--- src/rtl/move_sequencer_pkg.sv ---
// Shared constants, state encoding and move-code helpers for the move sequencer.
// A batch word carries NIBBLES move codes, most significant nibble first.
package move_sequencer_pkg;

  localparam int NIBBLES        = 15;
  localparam int NIBBLE_W       = 4;
  localparam int WORD_W         = NIBBLES * NIBBLE_W;
  localparam int LAST_BATCH_DEF = 48;

  localparam logic [3:0] MV_PAD = 4'd0;
  localparam logic [3:0] MV_R   = 4'd2;
  localparam logic [3:0] MV_RI  = 4'd3;
  localparam logic [3:0] MV_U   = 4'd4;
  localparam logic [3:0] MV_UI  = 4'd5;
  localparam logic [3:0] MV_F   = 4'd6;
  localparam logic [3:0] MV_FI  = 4'd7;
  localparam logic [3:0] MV_L   = 4'd8;
  localparam logic [3:0] MV_LI  = 4'd9;
  localparam logic [3:0] MV_B   = 4'd10;
  localparam logic [3:0] MV_BI  = 4'd11;
  localparam logic [3:0] MV_D   = 4'd12;
  localparam logic [3:0] MV_DI  = 4'd13;

  typedef enum logic [2:0] {
    S_IDLE     = 3'd0,
    S_REQ      = 3'd1,
    S_WAIT     = 3'd2,
    S_UNPACK   = 3'd3,
    S_THROTTLE = 3'd4,
    S_FINISH   = 3'd5
  } state_e;

  function automatic logic is_move(input logic [3:0] code);
    case (code)
      MV_R, MV_RI, MV_U, MV_UI, MV_F, MV_FI,
      MV_L, MV_LI, MV_B, MV_BI, MV_D, MV_DI: return 1'b1;
      default:                               return 1'b0;
    endcase
  endfunction

  function automatic logic is_illegal(input logic [3:0] code);
    if (is_move(code) || (code == MV_PAD)) begin
      return 1'b0;
    end else begin
      return 1'b1;
    end
  endfunction

endpackage

--- src/rtl/move_fifo.sv ---
// Synchronous FIFO for queued move codes; head is visible the cycle after a push.
module move_fifo #(
  parameter int DEPTH = 32,
  parameter int WIDTH = 4
) (
  input  logic                     clock,
  input  logic                     reset,
  input  logic                     push,
  input  logic [WIDTH-1:0]         wdata,
  input  logic                     pop,
  output logic [WIDTH-1:0]         rdata,
  output logic                     full,
  output logic                     empty,
  output logic [$clog2(DEPTH):0]   count
);

  localparam int PTR_W = $clog2(DEPTH);
  localparam int CNT_W = PTR_W + 1;

  logic [WIDTH-1:0] mem_q [DEPTH];
  logic [WIDTH-1:0] mem_d [DEPTH];
  logic [PTR_W-1:0] wr_ptr_q, wr_ptr_d;
  logic [PTR_W-1:0] rd_ptr_q, rd_ptr_d;
  logic [CNT_W-1:0] cnt_q, cnt_d;
  logic             do_push;
  logic             do_pop;

  assign full    = (cnt_q == CNT_W'(DEPTH));
  assign empty   = (cnt_q == {CNT_W{1'b0}});
  assign count   = cnt_q;
  assign rdata   = mem_q[rd_ptr_q];
  assign do_push = push && !full;
  assign do_pop  = pop && !empty;

  always_comb begin
    mem_d    = mem_q;
    wr_ptr_d = wr_ptr_q;
    rd_ptr_d = rd_ptr_q;
    cnt_d    = cnt_q;
    if (do_push) begin
      mem_d[wr_ptr_q] = wdata;
      wr_ptr_d = (wr_ptr_q == PTR_W'(DEPTH - 1)) ? {PTR_W{1'b0}} : wr_ptr_q + 1'b1;
    end else begin
      wr_ptr_d = wr_ptr_q;
    end
    if (do_pop) begin
      rd_ptr_d = (rd_ptr_q == PTR_W'(DEPTH - 1)) ? {PTR_W{1'b0}} : rd_ptr_q + 1'b1;
    end else begin
      rd_ptr_d = rd_ptr_q;
    end
    case ({do_push, do_pop})
      2'b10:   cnt_d = cnt_q + 1'b1;
      2'b01:   cnt_d = cnt_q - 1'b1;
      default: cnt_d = cnt_q;
    endcase
  end

  always_ff @(posedge clock or posedge reset) begin
    if (reset) begin
      mem_q    <= '{default: '0};
      wr_ptr_q <= '0;
      rd_ptr_q <= '0;
      cnt_q    <= '0;
    end else begin
      mem_q    <= mem_d;
      wr_ptr_q <= wr_ptr_d;
      rd_ptr_q <= rd_ptr_d;
      cnt_q    <= cnt_d;
    end
  end

  move_fifo_chk u_chk (
    .clock (clock),
    .reset (reset),
    .push  (push),
    .full  (full)
  );

endmodule

--- src/rtl/move_fifo_chk.sv ---
// Property checker for the move FIFO; kept apart from the datapath.
module move_fifo_chk (
  input logic clock,
  input logic reset,
  input logic push,
  input logic full
);

  // The sequencer throttles requests so a full FIFO is never pushed.
  a_no_push_when_full: assert property (@(posedge clock) disable iff (reset) !(push && full))
    else $error("move_fifo: push while full, entry dropped");

endmodule

--- src/rtl/move_sequencer.sv ---
// Requests move batches from the generator, unpacks their nibbles into a FIFO
// and streams them to the motor driver with valid/ready handshaking.
module move_sequencer
  import move_sequencer_pkg::*;
#(
  parameter int LAST_BATCH   = LAST_BATCH_DEF,
  parameter int FIFO_DEPTH   = 32,
  parameter int WAIT_TIMEOUT = 15
) (
  input  logic              clock,
  input  logic              reset,
  input  logic              start,
  output logic              request_moves,
  output logic [5:0]        counter,
  input  logic [WORD_W-1:0] moves_in,
  input  logic              new_moves,
  output logic [3:0]        move_code,
  output logic              move_valid,
  input  logic              move_ready,
  output logic              busy,
  output logic              done,
  output logic [1:0]        error
);

  localparam int CNT_W = $clog2(FIFO_DEPTH) + 1;
  localparam int WT_W  = $clog2(WAIT_TIMEOUT + 1);

  state_e              state_q, state_d;
  logic [5:0]          counter_q, counter_d;
  logic [1:0]          error_q, error_d;
  logic [WORD_W-1:0]   word_q, word_d;
  logic [3:0]          nib_q, nib_d;
  logic [WT_W-1:0]     wait_q, wait_d;
  logic                req_q, req_d;
  logic                done_q, done_d;
  logic                busy_q, busy_d;

  logic [NIBBLE_W-1:0] head_nib;
  logic                push;
  logic                pop;
  logic [3:0]          fifo_head;
  logic                fifo_full;
  logic                fifo_empty;
  logic [CNT_W-1:0]    fifo_count;

  assign head_nib      = word_q[WORD_W-1 -: NIBBLE_W];
  assign pop           = !fifo_empty && move_ready;
  assign move_valid    = !fifo_empty;
  assign move_code     = fifo_empty ? 4'd0 : fifo_head;
  assign request_moves = req_q;
  assign counter       = counter_q;
  assign busy          = busy_q;
  assign done          = done_q;
  assign error         = error_q;

  always_comb begin
    state_d   = state_q;
    counter_d = counter_q;
    error_d   = error_q;
    word_d    = word_q;
    nib_d     = nib_q;
    wait_d    = wait_q;
    done_d    = 1'b0;
    push      = 1'b0;
    case (state_q)
      S_IDLE: begin
        if (start) begin
          counter_d = 6'd0;
          error_d   = 2'b00;
          state_d   = S_REQ;
        end else begin
          state_d   = S_IDLE;
        end
      end
      S_REQ: begin
        wait_d  = {WT_W{1'b0}};
        state_d = S_WAIT;
      end
      S_WAIT: begin
        if (new_moves) begin
          word_d  = moves_in;
          nib_d   = 4'd0;
          state_d = S_UNPACK;
        end else if (wait_q == WT_W'(WAIT_TIMEOUT - 1)) begin
          // Retry the same batch; the flag stays set until the next start.
          error_d[0] = 1'b1;
          state_d    = S_REQ;
        end else begin
          wait_d = wait_q + 1'b1;
        end
      end
      S_UNPACK: begin
        push   = is_move(head_nib);
        word_d = {word_q[WORD_W-NIBBLE_W-1:0], {NIBBLE_W{1'b0}}};
        if (is_illegal(head_nib)) begin
          error_d[1] = 1'b1;
        end else begin
          error_d[1] = error_q[1];
        end
        if (nib_q == 4'(NIBBLES - 1)) begin
          if (counter_q == 6'(LAST_BATCH)) begin
            state_d = S_FINISH;
          end else begin
            counter_d = counter_q + 6'd1;
            state_d   = S_THROTTLE;
          end
        end else begin
          nib_d = nib_q + 4'd1;
        end
      end
      S_THROTTLE: begin
        // Only ask for another batch once a full batch is guaranteed to fit.
        if (fifo_count <= CNT_W'(FIFO_DEPTH - NIBBLES)) begin
          state_d = S_REQ;
        end else begin
          state_d = S_THROTTLE;
        end
      end
      S_FINISH: begin
        if (fifo_empty) begin
          done_d    = 1'b1;
          counter_d = 6'd0;
          state_d   = S_IDLE;
        end else begin
          state_d   = S_FINISH;
        end
      end
      default: begin
        state_d = S_IDLE;
      end
    endcase
    req_d  = (state_d == S_REQ);
    busy_d = (state_d != S_IDLE);
  end

  always_ff @(posedge clock or posedge reset) begin
    if (reset) begin
      state_q   <= S_IDLE;
      counter_q <= 6'd0;
      error_q   <= 2'b00;
      word_q    <= '0;
      nib_q     <= 4'd0;
      wait_q    <= '0;
      req_q     <= 1'b0;
      done_q    <= 1'b0;
      busy_q    <= 1'b0;
    end else begin
      state_q   <= state_d;
      counter_q <= counter_d;
      error_q   <= error_d;
      word_q    <= word_d;
      nib_q     <= nib_d;
      wait_q    <= wait_d;
      req_q     <= req_d;
      done_q    <= done_d;
      busy_q    <= busy_d;
    end
  end

  move_fifo #(
    .DEPTH (FIFO_DEPTH),
    .WIDTH (NIBBLE_W)
  ) u_fifo (
    .clock (clock),
    .reset (reset),
    .push  (push),
    .wdata (head_nib),
    .pop   (pop),
    .rdata (fifo_head),
    .full  (fifo_full),
    .empty (fifo_empty),
    .count (fifo_count)
  );

endmodule

--- config.mk ---
export PLATFORM = sky130hd
export DESIGN_NAME = move_sequencer
export DESIGN_NICKNAME = d
export VERILOG_FILES = /design/src/rtl/move_sequencer_pkg.sv /design/src/rtl/move_fifo.sv /design/src/rtl/move_fifo_chk.sv /design/src/rtl/move_sequencer.sv
export SDC_FILE = /design/constraint.sdc
export NUM_CORES = 1
export LEC_CHECK = 0
export CAP_MARGIN = 20
export CORE_MARGIN = 4
export CORE_UTILIZATION = 53
export DETAILED_ROUTE_END_ITERATION = 8
export GPL_TIMING_DRIVEN = 0
export PLACE_DENSITY = 0.79
export SLEW_MARGIN = 15
export SYNTH_ARGS = -nofsm -noshare
export SYNTH_HDL_FRONTEND = slang
export SYNTH_SLANG_ARGS = --single-unit
--- constraint.sdc ---
create_clock -name clock -period 8.2 [get_ports clock]
set_clock_uncertainty 0.15 [all_clocks]
set_input_delay 2.46 -clock clock [delete_from_list [all_inputs] [get_ports clock]]
set_output_delay 2.46 -clock clock [all_outputs]
set_load 0.01 [all_outputs]
# After elaboration in Yosys (flattened, before gate mapping)
# Memory sizes are Yosys's and may differ from the RTL's.
# Index checks and enable logic that the tools add are counted.
[word_totals]
mem_bits_ro = 32
memories = 2
wordCells = 150
inputBits = 65
regBits = 226
out_inout_bits = 16
[op_classes]
n_eq_ne = 24
bitwise = 2
reduce_logical = 23
magnitude_cmp = 4
n_addsub = 7
mux = 43
[memory_table]
columns = ["name", "words", "width", "rd", "rd_ports_with_merged_regs", "wr", "line", "rtl"]
rows = [
  ["(name not given)", 16, 1, 1, 0, 0, "move_sequencer_pkg.sv:34", "case (code)"],
  ["(name not given)", 16, 1, 1, 0, 0, "move_sequencer_pkg.sv:34", ""],
]
[ops]
columns = ["op", "n"]
rows = [
  ["128-bit bitwise mux", 1],
  ["60-bit one-hot mux with 2 select lines", 1],
  ["60-bit two-way mux", 1],
  ["4-bit two-way mux", 8],
  ["6-bit two-way mux", 4],
  ["4-bit binary-select mux with 5-bit select", 1],
  ["4-bit demux with 5-bit select", 1],
  ["2-bit != test, second input constant", 10],
  ["3-bit one-hot mux with 6 select lines", 1],
  ["6-bit one-hot mux with 3 select lines", 1],
  ["4-bit one-hot mux with 2 select lines", 2],
  ["3-bit two-way mux", 5],
  ["6-bit by 1-bit adder with 6-bit output, second input constant", 2],
  ["6-bit == test, second input constant", 2],
  ["6-bit >= comparator, second input constant", 2],
  ["5-bit inverter with 6-bit output", 2],
  ["6-bit one-hot mux with 2 select lines", 1],
  ["1-bit two-way mux", 11],
  ["5-bit by 1-bit adder with 5-bit output, second input constant", 2],
  ["5-bit == test, second input constant", 2],
  ["5-bit two-way mux", 2],
  ["2-bit nonzero test", 5],
  ["3-bit AND reduction", 3],
  ["4-bit by 1-bit adder with 4-bit output, second input constant", 2],
  ["other kinds (21)", 31],
]

# Logic depth before layout (Yosys ltp)
# Gate-level depths: netlist (run 1).
[logic_depth]
ltp_word = 7
mapped_depth = 15
mapped_depth_nobuf = 12

# Cells and area by module
# A second synthesis (run 1) with hierarchy kept.
[unflattened]
cells_unflattened = 979
hier_area_um2 = 11148.2
[modules_own_cells]
columns = ["mod", "area_each_um2", "seq_area_each_um2", "cells_each", "instances"]
rows = [
  ["move_fifo", 7011.7, 3603.5, 496, 1],
  ["move_sequencer", 4136.5, 2052.0, 483, 1],
]

# Worst setup path before layout (run 1)
# No wires, ideal clock.
[synth_path]
kind = "flip-flop to output port"
start = "reg u_fifo.rd_ptr_q[0]"
end = "out move_code[0]"
arrival_ns = 2.006
stages_incl_launch_ff = 9
path_slack_ns = 3.584
required_ns = 5.590
path_cell_list = "dfrtp_1 -> clkbuf_1 -> buf_2 -> buf_2 -> mux2i_1 -> o22ai_1 -> a2111oi_0 -> o21a_1 -> nor3_1"
[synth_via]
elab_chain_cells = 5
[synth_lines]
columns = ["item", "line", "rtl"]
rows = [
  ["from (decl)", "move_fifo.sv:23", "logic [PTR_W-1:0] rd_ptr_q, rd_ptr_d;"],
  ["from (signal assigned)", "move_fifo.sv:67", "rd_ptr_q <= rd_ptr_d;"],
  ["5-bit inverter with 6-bit output (not written as such)", "move_fifo.sv:31", "assign rdata = mem_q[rd_ptr_q];"],
  ["4-bit binary-select mux with 5-bit select", "move_fifo.sv:31", ""],
  ["4-bit two-way mux (not written as such) (2 in series)", "move_fifo.sv:31", ""],
  ["4-bit two-way mux", "move_sequencer.sv:49", "assign move_code = fifo_empty ? 4'd0 : fifo_head;"],
  ["to (decl)", "move_sequencer.sv:17", "output logic [3:0] move_code,"],
]
# No other way between the ends. The select of a mux whose other input is x is not followed.

# Final worst setup path (run 1)
[layout_path]
start = "reg u_fifo.rd_ptr_q[0]"
end = "out move_code[3]"
# The elaborated chain is that of the path after synthesis.

==> flow_summary.toml, run 1 <==
[status]
status = "finished clean"

[synth]
synth.distinct_cells = 57
synthesis.nets = 982
synth_cells = 901
synthArstFlopShare_pct = 100.0
avgSynthCellArea_um2 = 12.04
synth_edf_count = 0
synthFlopType = "dfrtp_1"
netlist_area_um2 = 10850
synth_seq_cells = 226
seq_area_frac_synth_pct = 52.13
yosysWarnings = 0

[global_route]
grt_max_degree = 37
gr-total-overflow = 0
antenna_found_initial = 0
grt_first_pass_wirelength_um = 43550
grt_pass1_vias = 8162
track_usage_pct = 24.21

[clocking]
clock_path_buffers = 3
cts_resized = 0
worstSkewPairLatency_ns = 0.52
cts_sinks = 226
post_cts_buffers = 0
root_buffer = "clkbuf_16"
htreeDepth = 1
clkTransAtPathRegs_ns = 0.06
ctsHoldBuffers = 0
cts_made_buffers = 25
cts_tree = "yes"

[setup_path]
arrival_ns = 3.96
r2r_slack_ns = 4.53
required_ns = 5.59
critical_path_class = "reg2out"
start_kind = "flop"
r2r_cells = 14
crit_fanout = 10
endpoint_kind = "output pin"
worstReg2RegEnd = "u_fifo.count[4]"
r2r_start = "u_fifo.count[1]"

[timing]
setup_viol = 0
slew_headroom_pct = 42.66
final_max_slew_viol_count = 0
holdWs_ns = 0.3384
finalCritPeriodShare_pct = 80.10
fmax_ghz = 0.1522
rsz0062_at_grt = "no"
setup_slack_ns = 1.632
worst_slew_pin_slew_ns = 0.8384
finalSetupTns_ns = 0
hold_viol_final = 0
min_period_ns = 6.568

[finish]
regArea_um2 = 5655
n_fill_cell = 1521
area_delta_synth_final_pct = 19.63
num_antenna_cells = 0
fin_nets = 1096
multiInputGateArea_um2 = 4646
drive_gt1_share_pct = 21.86
finalNonFillerCells = 1304

[floorplanning]
fp.coreArea_um2 = 20170
dieHeight_um = 151.1
num_rows = 52
die_w_um = 151.1
initial_utilization_pct = 53.78
ioPinCount = 81
die-area_um2 = 22820

[power]
power_leakage_nw = 6.215
cellPowerDensity_nw_per_um2 = 345.7
max-vdd-ir-drop_uv = 209.6

[hold_path]
hold-path-endpoint = "word_q[40]"
hold_class = "reg2reg"
hp-start = "word_q[36]"
hold_depth = 2

[drt]
totalWireLength_um = 26910
vias_per_cell = 6.043
first_pass_iters = 7
num_vias = 7880
drc = 0
detail_route.wl_per_cell_um = 20.63
ant_nets = 0
drtIter0Drc = 985

[placement]
place_inst = 1258
routabilityCongestion = 0.9544
dp_hpwl_um = 18810
portBuffers = 80
post-place-ws_ns = 2.204

[run]
drv_cap = 0
layout make-up:
type | count | area share [%]
clock inverter | 10 | 1.022
clock buffer | 36 | 5.447
buffer | 72 | 2.391
sequential | 226 | 43.58
tap | 270 | 2.603
timing repair buffer | 87 | 7.308
multi-input combinational | 540 | 35.80
inverter | 63 | 1.851
kinds of logic after synthesis:
group,after synthesis,share of synthesized area [%]
muxes,189,21.50
adders and majority gates,16,1.845
xor gates and xnor gates,12,0.9689
AOI/OAI and AO/OA,142,9.919
DFF,226,52.13
and+or+nand+nor,181,8.593
buffers and inverters,135,5.040
metal layers:
metal	global-route usage (%)	wire, um	share of wire (%)	vias up
met3	4.010	1734	6.4	47
met2	37.58	12860	48	279
met1	35.45	11720	44	4018
li1	-	-	-	3536
met5	0	0	0	-
met4	7.026	599	2.2	0
critical path, cell delays in order (launching register included):
cell and delay, ns:
dfrtp_1 0.35, clkbuf_1 0.23, buf_2 0.40, buf_2 0.47
mux2i_1 0.25, o22ai_1 0.13, a2111oi_0 0.79, o21a_1 0.22
nor3_1 0.06, clkdlybuf4s50_1 0.52
cells in the mapped netlist, types with 4 or more instances:
library cell  count  area [um^2]
nor3b_1           7        52.55
clkbuf_1         47        176.4
xor2_1            6        52.55
nor3_1           14        70.07
mux2i_1          32        320.3
mux2_2          126         1419
nand3b_1          6        45.04
nor2b_1           4        25.02
mux4_2           19        427.9
o21a_1            4        30.03
nand4_1           4        25.02
or3_1             9        56.30
a22o_1            5        43.79
o22ai_1           7        43.79
a31oi_1           4        25.02
nand3_1          44        220.2
and2_1            6        37.54
inv_1            62        232.7
a222oi_1         44        440.4
dfrtp_1         226         5655
buf_2            13        65.06
o211ai_1          4        30.03
mux2_4            8        120.1
nor2_1           34        127.6
a21oi_1          15        75.07
nand2_1          34        127.6
a211oi_1          4        30.03
o21ai_0          31        155.2
mux2_1            4        45.04
xnor2_1           6        52.55
and3_1            8        50.05
a2111oi_0         4        35.03
ha_1             16        200.2
buf_1             8        30.03
placed cells by master (no fill, tap or decap), types with 6 or more instances in the layout:
cell               n
dfrtp_1          226
mux2_2           126
clkdlybuf4s50_1   80
inv_1             61
clkbuf_1          54
nand3_1           44
a222oi_1          44
nor2_1            34
nand2_1           34
mux2i_1           32
o21ai_0           31
clkbuf_16         25
mux4_2            19
ha_1              16
a21oi_1           15
nor3_1            14
buf_2             13
or3_1              9
and3_1             8
mux2_4             8
buf_1              8
nor3b_1            7
o22ai_1            7
and2_1             6
xnor2_1            6
nand3b_1           6
xor2_1             6
buf_12             6
per-stage QoR:
step | cell area [um^2] | utilization [%] | power [mW]
finish | 12980 | 64.34 | 4.486
global route | 12980 | 64.34 | 4.761
CTS | 12980 | 64.34 | 4.483
detailed placement | 12140 | 60.18 | 3.316
global placement | 11990 | 59.45 | 3.248
floorplan | 10850 | - | 2.774
power breakdown:
group,total (mW),internal [mW],leakage (nW),switching (mW)
logic,1.69,0.700,2.79,0.987
clock network,1.15,0.694,0.416,0.453
registers,1.65,1.43,3.01,0.218
worst max-delay path by stage:
stage                                  start           end  slack (ns)  depth (start not counted)
after CTS                 u_fifo.rd_ptr_q[0]  move_code[3]        1.63                          9
final                     u_fifo.rd_ptr_q[0]  move_code[3]        1.63                          9
after global placement                 reset    counter[4]        0.94                          2
after global routing      u_fifo.rd_ptr_q[0]  move_code[0]        1.45                          9
after detailed placement  u_fifo.rd_ptr_q[0]  move_code[3]        2.20                          9
after floorplan                        reset          busy        2.64                          1
sequential cells by signal (all words and copies together), names as in the netlist:
signal	cells
nib_q	4
state_q	3
counter	6
error	2
u_fifo.count	6
request_moves	1
u_fifo.mem_q	128
busy	1
word_q	60
done	1
u_fifo.wr_ptr_q	5
u_fifo.rd_ptr_q	5
wait_q	4
Power figures use the tool's default switching activity.
==> run 2, diff against run 1 <==
CORE_UTILIZATION = 55   (was 53)
clock period = 6.9 ns   (was 8.2 ns; I/O delays follow)
==> run 2 against run 1 <==
  * Routed wire length up 1.0%
  * Critical path depth unchanged
  * Die area down 3.4%
  * Hold slack improved by 0.00068 ns
  * Sequential cell count stayed put
  * Core utilization increased by 2.0 points
  * Critical path type unchanged
==> flow_summary.toml, run 2 (same netlist as run 1, synthesis figures left out) <==
[placement]
routabilityCongestion = 0.9345
portBuffers = 80
placed_cell_area_um2 = 12120
post-place-ws_ns = 1.350
dp_hpwl_um = 19060

[global_route]
grt-busiest-layer = "met2"
met1_usage_pct = 35.05
met3_usage_pct = 3.931
antenna_found_initial = 0
gr-total-overflow = 0
grt_max_degree = 37
track_usage_pct = 25.02
grt_pass1_vias = 8119
grt_first_pass_wirelength_um = 43980
use_met2_pct = 39.49

[timing]
fmax_ghz = 0.1630
setup_viol = 0
min_period_ns = 6.136
finalSetupTns_ns = 0
setup_slack_ns = 0.7635
slew_headroom_pct = 48.25
finalCritPeriodShare_pct = 88.93
final_max_slew_viol_count = 0
worst_slew_pin_slew_ns = 0.7566
hold_viol_final = 0
rsz0062_at_grt = "no"

[setup_path]
slowest_stage = "a2111oi_0"
cp_common_cell = "buf_2"
cp_num_buf_inv = 4
crit_chain = "clkbuf_1, buf_2, buf_2, mux2i_1, o22ai_1, a2111oi_0, o21a_1, nor3_1, clkdlybuf4s50_1"
start_kind = "flop"
slowest_delay_ns = 0.73
crit_fanout = 10
arrival_ns = 3.92
critical_path_class = "reg2out"
cp_top_family = "buffers and inverters"
required_ns = 4.68
endpoint_kind = "output pin"

[power]
p_sw_mw = 1.970
max-vdd-ir-drop_uv = 225.3
clock_power_share_pct = 24.3
power.share.combinational_pct = 38.1
pwr-share-seq_pct = 37.6
netSwitchingFraction_pct = 37.51
cellPowerDensity_nw_per_um2 = 406.6
power_leakage_nw = 6.182
p_int_mw = 3.282

[finish]
layout_commonest_cell = "dfrtp_1"
final_cell_mix = "dfrtp_1 (226), mux2_2 (126), clkdlybuf4s50_1 (80), inv_1 (61), clkbuf_1 (51)"
final_cell_area_um2 = 12920
fin_nets = 1095
num_antenna_cells = 0
top_register = "u_fifo.mem_q"
top_regs = "u_fifo.mem_q (128), word_q (60)"
area_delta_synth_final_pct = 19.08
largest_reg_flops = 128
drive_gt1_share_pct = 22.00

[floorplanning]
die-area_um2 = 22030
die_w_um = 148.4
fp.coreArea_um2 = 19460
ioPinCount = 81
num_rows = 51
initial_utilization_pct = 55.74
dieHeight_um = 148.4

[clocking]
cts_tree = "yes"
ctsHoldBuffers = 0
cts_resized = 0
clock_path_buffers = 3
worstSkewPairLatency_ns = 0.53
post_cts_buffers = 0
htreeDepth = 1
clkTransAtPathRegs_ns = 0.06
root_buffer = "clkbuf_16"
cts_made_buffers = 24
cts_sinks = 226

[run]
drv_cap = 0

[drt]
num_vias = 7910
detail_route.wl_per_cell_um = 20.95
vias_per_cell = 6.099
first_pass_iters = 8
drtIter0Drc = 915
totalWireLength_um = 27180
drc = 0
ant_nets = 0

[status]
status = "finished clean"

[hold_path]
hold_class = "reg2reg"
==> run 2: cell count changes in the layout (fill, tap and decap cells not counted), moves of 3 or more <==
cell        change
clkinvlp_4      +3
clkbuf_8        +4
clkbuf_1        -3
bufinv_16       -3
==> run 2: cell type report <==
cell class	count	area [um^2]
Buffer	72	310.3
Clock buffer	37	750.7
Clock inverter	7	42.54
Fill cell	1404	6545
Inverter	63	240.2
Multi-Input combinational cell	540	4646
Sequential cell	226	5655
Tap cell	265	331.6
Timing Repair Buffer	87	940.9
==> run 2: per-stage QoR <==
step                hold WS (ns)  util (%)  power (mW)  std cells
floorplan                 0.2996         -       3.297        901
global placement          0.3179     61.58       3.851       1246
detailed placement        0.3287     62.30       3.944       1253
CTS                       0.3427     66.37       5.243       1297
global route              0.3530     66.37       5.552       1297
finish                    0.3391     66.37       5.252       1297
==> run 2: power by group through the flow <==
stage	Clock, mW	Combinational [mW]	Sequential [mW]
2_1_floorplan	0	1.41	1.89
3_3_place_gp	0	1.89	1.96
3_5_place_dp	0	1.97	1.97
4_1_cts	1.30	1.99	1.96
5_1_grt	1.35	2.19	2.01
6_report	1.28	2.00	1.97
==> run 2: worst paths after layout <==
path | endpoint | cells after the start | slack [ns] | startpoint
worst max register to register | u_fifo.count[4] | 14 | 3.25 | u_fifo.count[1]
worst min-delay path | word_q[41] | 2 | 0.34 | word_q[37]
worst max-delay path | move_code[0] | 9 | 0.76 | u_fifo.rd_ptr_q[0]
worst min register to register | word_q[41] | 2 | 0.34 | word_q[37]
min in group asynchronous | u_fifo.mem_q[39] | 2 | 1.83 | reset
max in group asynchronous | done | 6 | 3.51 | reset
==> run 2: per-layer routing <==
metal / vias to the layer above / wire, um / part of all wire, %
met3: 90 / 1790 / 6.6
met1: 3960 / 11310 / 42
met2: 333 / 12920 / 48
met5: - / 0 / 0
met4: 0 / 1160 / 4.3
li1: 3527 / - / -
==> run 2: worst min-delay path: cells and delay by family (launching register included) <==
kind,cells,cell delay (ns)
flops,1,0.35
compound gates,1,0.06
simple gates,1,0.05
==> run 3, diff against run 2 <==
CORE_MARGIN = unset   (was 4)
==> run 3 against run 2 <==
  * Non-clock buffer count did not move
  * Register-to-register slack lost 0.05 ns
  * Critical path depth unchanged
  * Clock power up 5%
  * Core utilization up 0.42 points
  * Clock-buffer cell count down 7
  * Sequential share of layout area down 0.14 points
  * Critical path type unchanged
==> flow_summary.toml, run 3 (same netlist as run 1, synthesis figures left out) <==
[drt]
totalWireLength_um = 26360
vias_per_cell = 6.100
drtIter0Drc = 830
ant_nets = 0
first_pass_iters = 6
detail_route.wl_per_cell_um = 20.34
drc = 0
num_vias = 7905

[setup_path]
cp_num_buf_inv = 4
critical_path_class = "reg2out"
required_ns = 4.68
crit_chain = "clkbuf_1, buf_2, buf_2, mux2i_1, o22ai_1, a2111oi_0, o21a_1, nor3_1, clkdlybuf4s50_1"
start_kind = "flop"
cp_common_cell = "buf_2"
cp_top_family = "buffers and inverters"
crit_fanout = 10
slowest_delay_ns = 0.78
arrival_ns = 3.98
slowest_stage = "a2111oi_0"
endpoint_kind = "output pin"

[clocking]
root_buffer = "clkbuf_16"
htreeDepth = 1
cts_made_buffers = 25
clock_path_buffers = 3
worstSkewPairLatency_ns = 0.52
ctsHoldBuffers = 0
cts_sinks = 226
post_cts_buffers = 0
cts_resized = 0
cts_tree = "yes"
clkTransAtPathRegs_ns = 0.06

[timing]
fmax_ghz = 0.1614
finalSetupTns_ns = 0
min_period_ns = 6.196
rsz0062_at_grt = "no"
setup_viol = 0
hold_viol_final = 0
slew_headroom_pct = 43.45
final_max_slew_viol_count = 0
worst_slew_pin_slew_ns = 0.8269
finalCritPeriodShare_pct = 89.79

[placement]
dp_hpwl_um = 18340
routabilityCongestion = 0.9107
placed_cell_area_um2 = 12130
portBuffers = 80

[global_route]
track_usage_pct = 27.09
antenna_found_initial = 0
grt_pass1_vias = 7958
grt_first_pass_wirelength_um = 42440
grt_max_degree = 36
gr-total-overflow = 0

[power]
power_leakage_nw = 6.207
max-vdd-ir-drop_uv = 226.3
cellPowerDensity_nw_per_um2 = 410.4

[finish]
n_fill_cell = 1431
layout_commonest_cell = "dfrtp_1"
top_register = "u_fifo.mem_q"
fin_nets = 1096
multiInputGateArea_um2 = 4646
area_delta_synth_final_pct = 19.45
regArea_um2 = 5655
largest_reg_flops = 128
drive_gt1_share_pct = 22.11
top_regs = "u_fifo.mem_q (128), word_q (60)"
num_antenna_cells = 0
final_cell_area_um2 = 12960
final_cell_mix = "dfrtp_1 (226), mux2_2 (126), clkdlybuf4s50_1 (80), inv_1 (61), clkbuf_1 (49)"

[hold_path]
hold_class = "reg2reg"

[status]
status = "finished clean"

[floorplanning]
ioPinCount = 81
die-area_um2 = 20290
initial_utilization_pct = 55.92
die_w_um = 142.4
num_rows = 51
fp.coreArea_um2 = 19400
dieHeight_um = 142.4

[run]
drv_cap = 0
[run 3: changes by cell type in the layout (fill, tap and decap cells not counted)]
cell,delta
buf_12,-1
buf_16,+1
bufinv_16,+3
clkbuf_1,-2
clkbuf_8,-5
clkinv_2,+3
clkinvlp_4,-1
inv_8,+1
[run 3: worst register-to-register path, delay by kind of cell (launching register included)]
family | cells | cell delay [ns]
AOI/OAI and AO/OA | 4 | 0.97
xor gates and xnor gates | 2 | 0.36
adders and majority gates | 2 | 0.56
buffers and inverters | 5 | 0.87
DFF | 1 | 0.35
and+or+nand+nor | 1 | 0.37
[run 3: stage by stage]
stage	cells	utilization, %	power (mW)	hold slack [ns]	worst slack (ns)
2_1_floorplan	901	-	3.297	0.2996	1.728
3_3_place_gp	1246	61.78	3.853	0.3149	0.04582
3_5_place_dp	1253	62.54	3.928	0.3248	1.357
4_1_cts	1296	66.80	5.313	0.3383	0.6850
5_1_grt	1296	66.80	5.619	0.3581	0.5248
6_report	1296	66.80	5.318	0.3328	0.7045
[run 3: final cells by class]
cell class / instances / area share (%)
sequential: 226 / 43.65
multi-input combinational: 540 / 35.85
timing repair buffer: 87 / 7.319
clock buffer: 30 / 5.205
tap: 265 / 2.559
buffer: 72 / 2.395
inverter: 63 / 1.854
clock inverter: 13 / 1.168
[run 3: report_power, final]
group / switching [mW] / total [mW] / internal [mW]
clock: 0.547 / 1.35 / 0.807
combinational: 1.18 / 2.01 / 0.831
sequential: 0.254 / 1.96 / 1.70
total: 1.98 / 5.32 / 3.34
[run 3: path summary, 6_finish.rpt]
| kind | from | to | slack (ns) | depth (start not counted) |
|---|---|---|---|---|
| max in group asynchronous | reset | counter[3] | 3.79 | 5 |
| min | word_q[10] | word_q[14] | 0.33 | 2 |
| max reg2reg | u_fifo.count[1] | u_fifo.count[4] | 3.20 | 14 |
| max | u_fifo.rd_ptr_q[0] | move_code[2] | 0.70 | 9 |
| min reg2reg | word_q[10] | word_q[14] | 0.33 | 2 |
| min in group asynchronous | reset | u_fifo.mem_q[43] | 1.84 | 2 |
[run 3: metal layers]
metal	GRT usage, %	vias up	routed length, um
met5	0	-	0
met4	10.41	0	833
met3	5.013	63	1849
met2	41.85	311	12400
met1	38.17	3995	11280
li1	-	3536	-
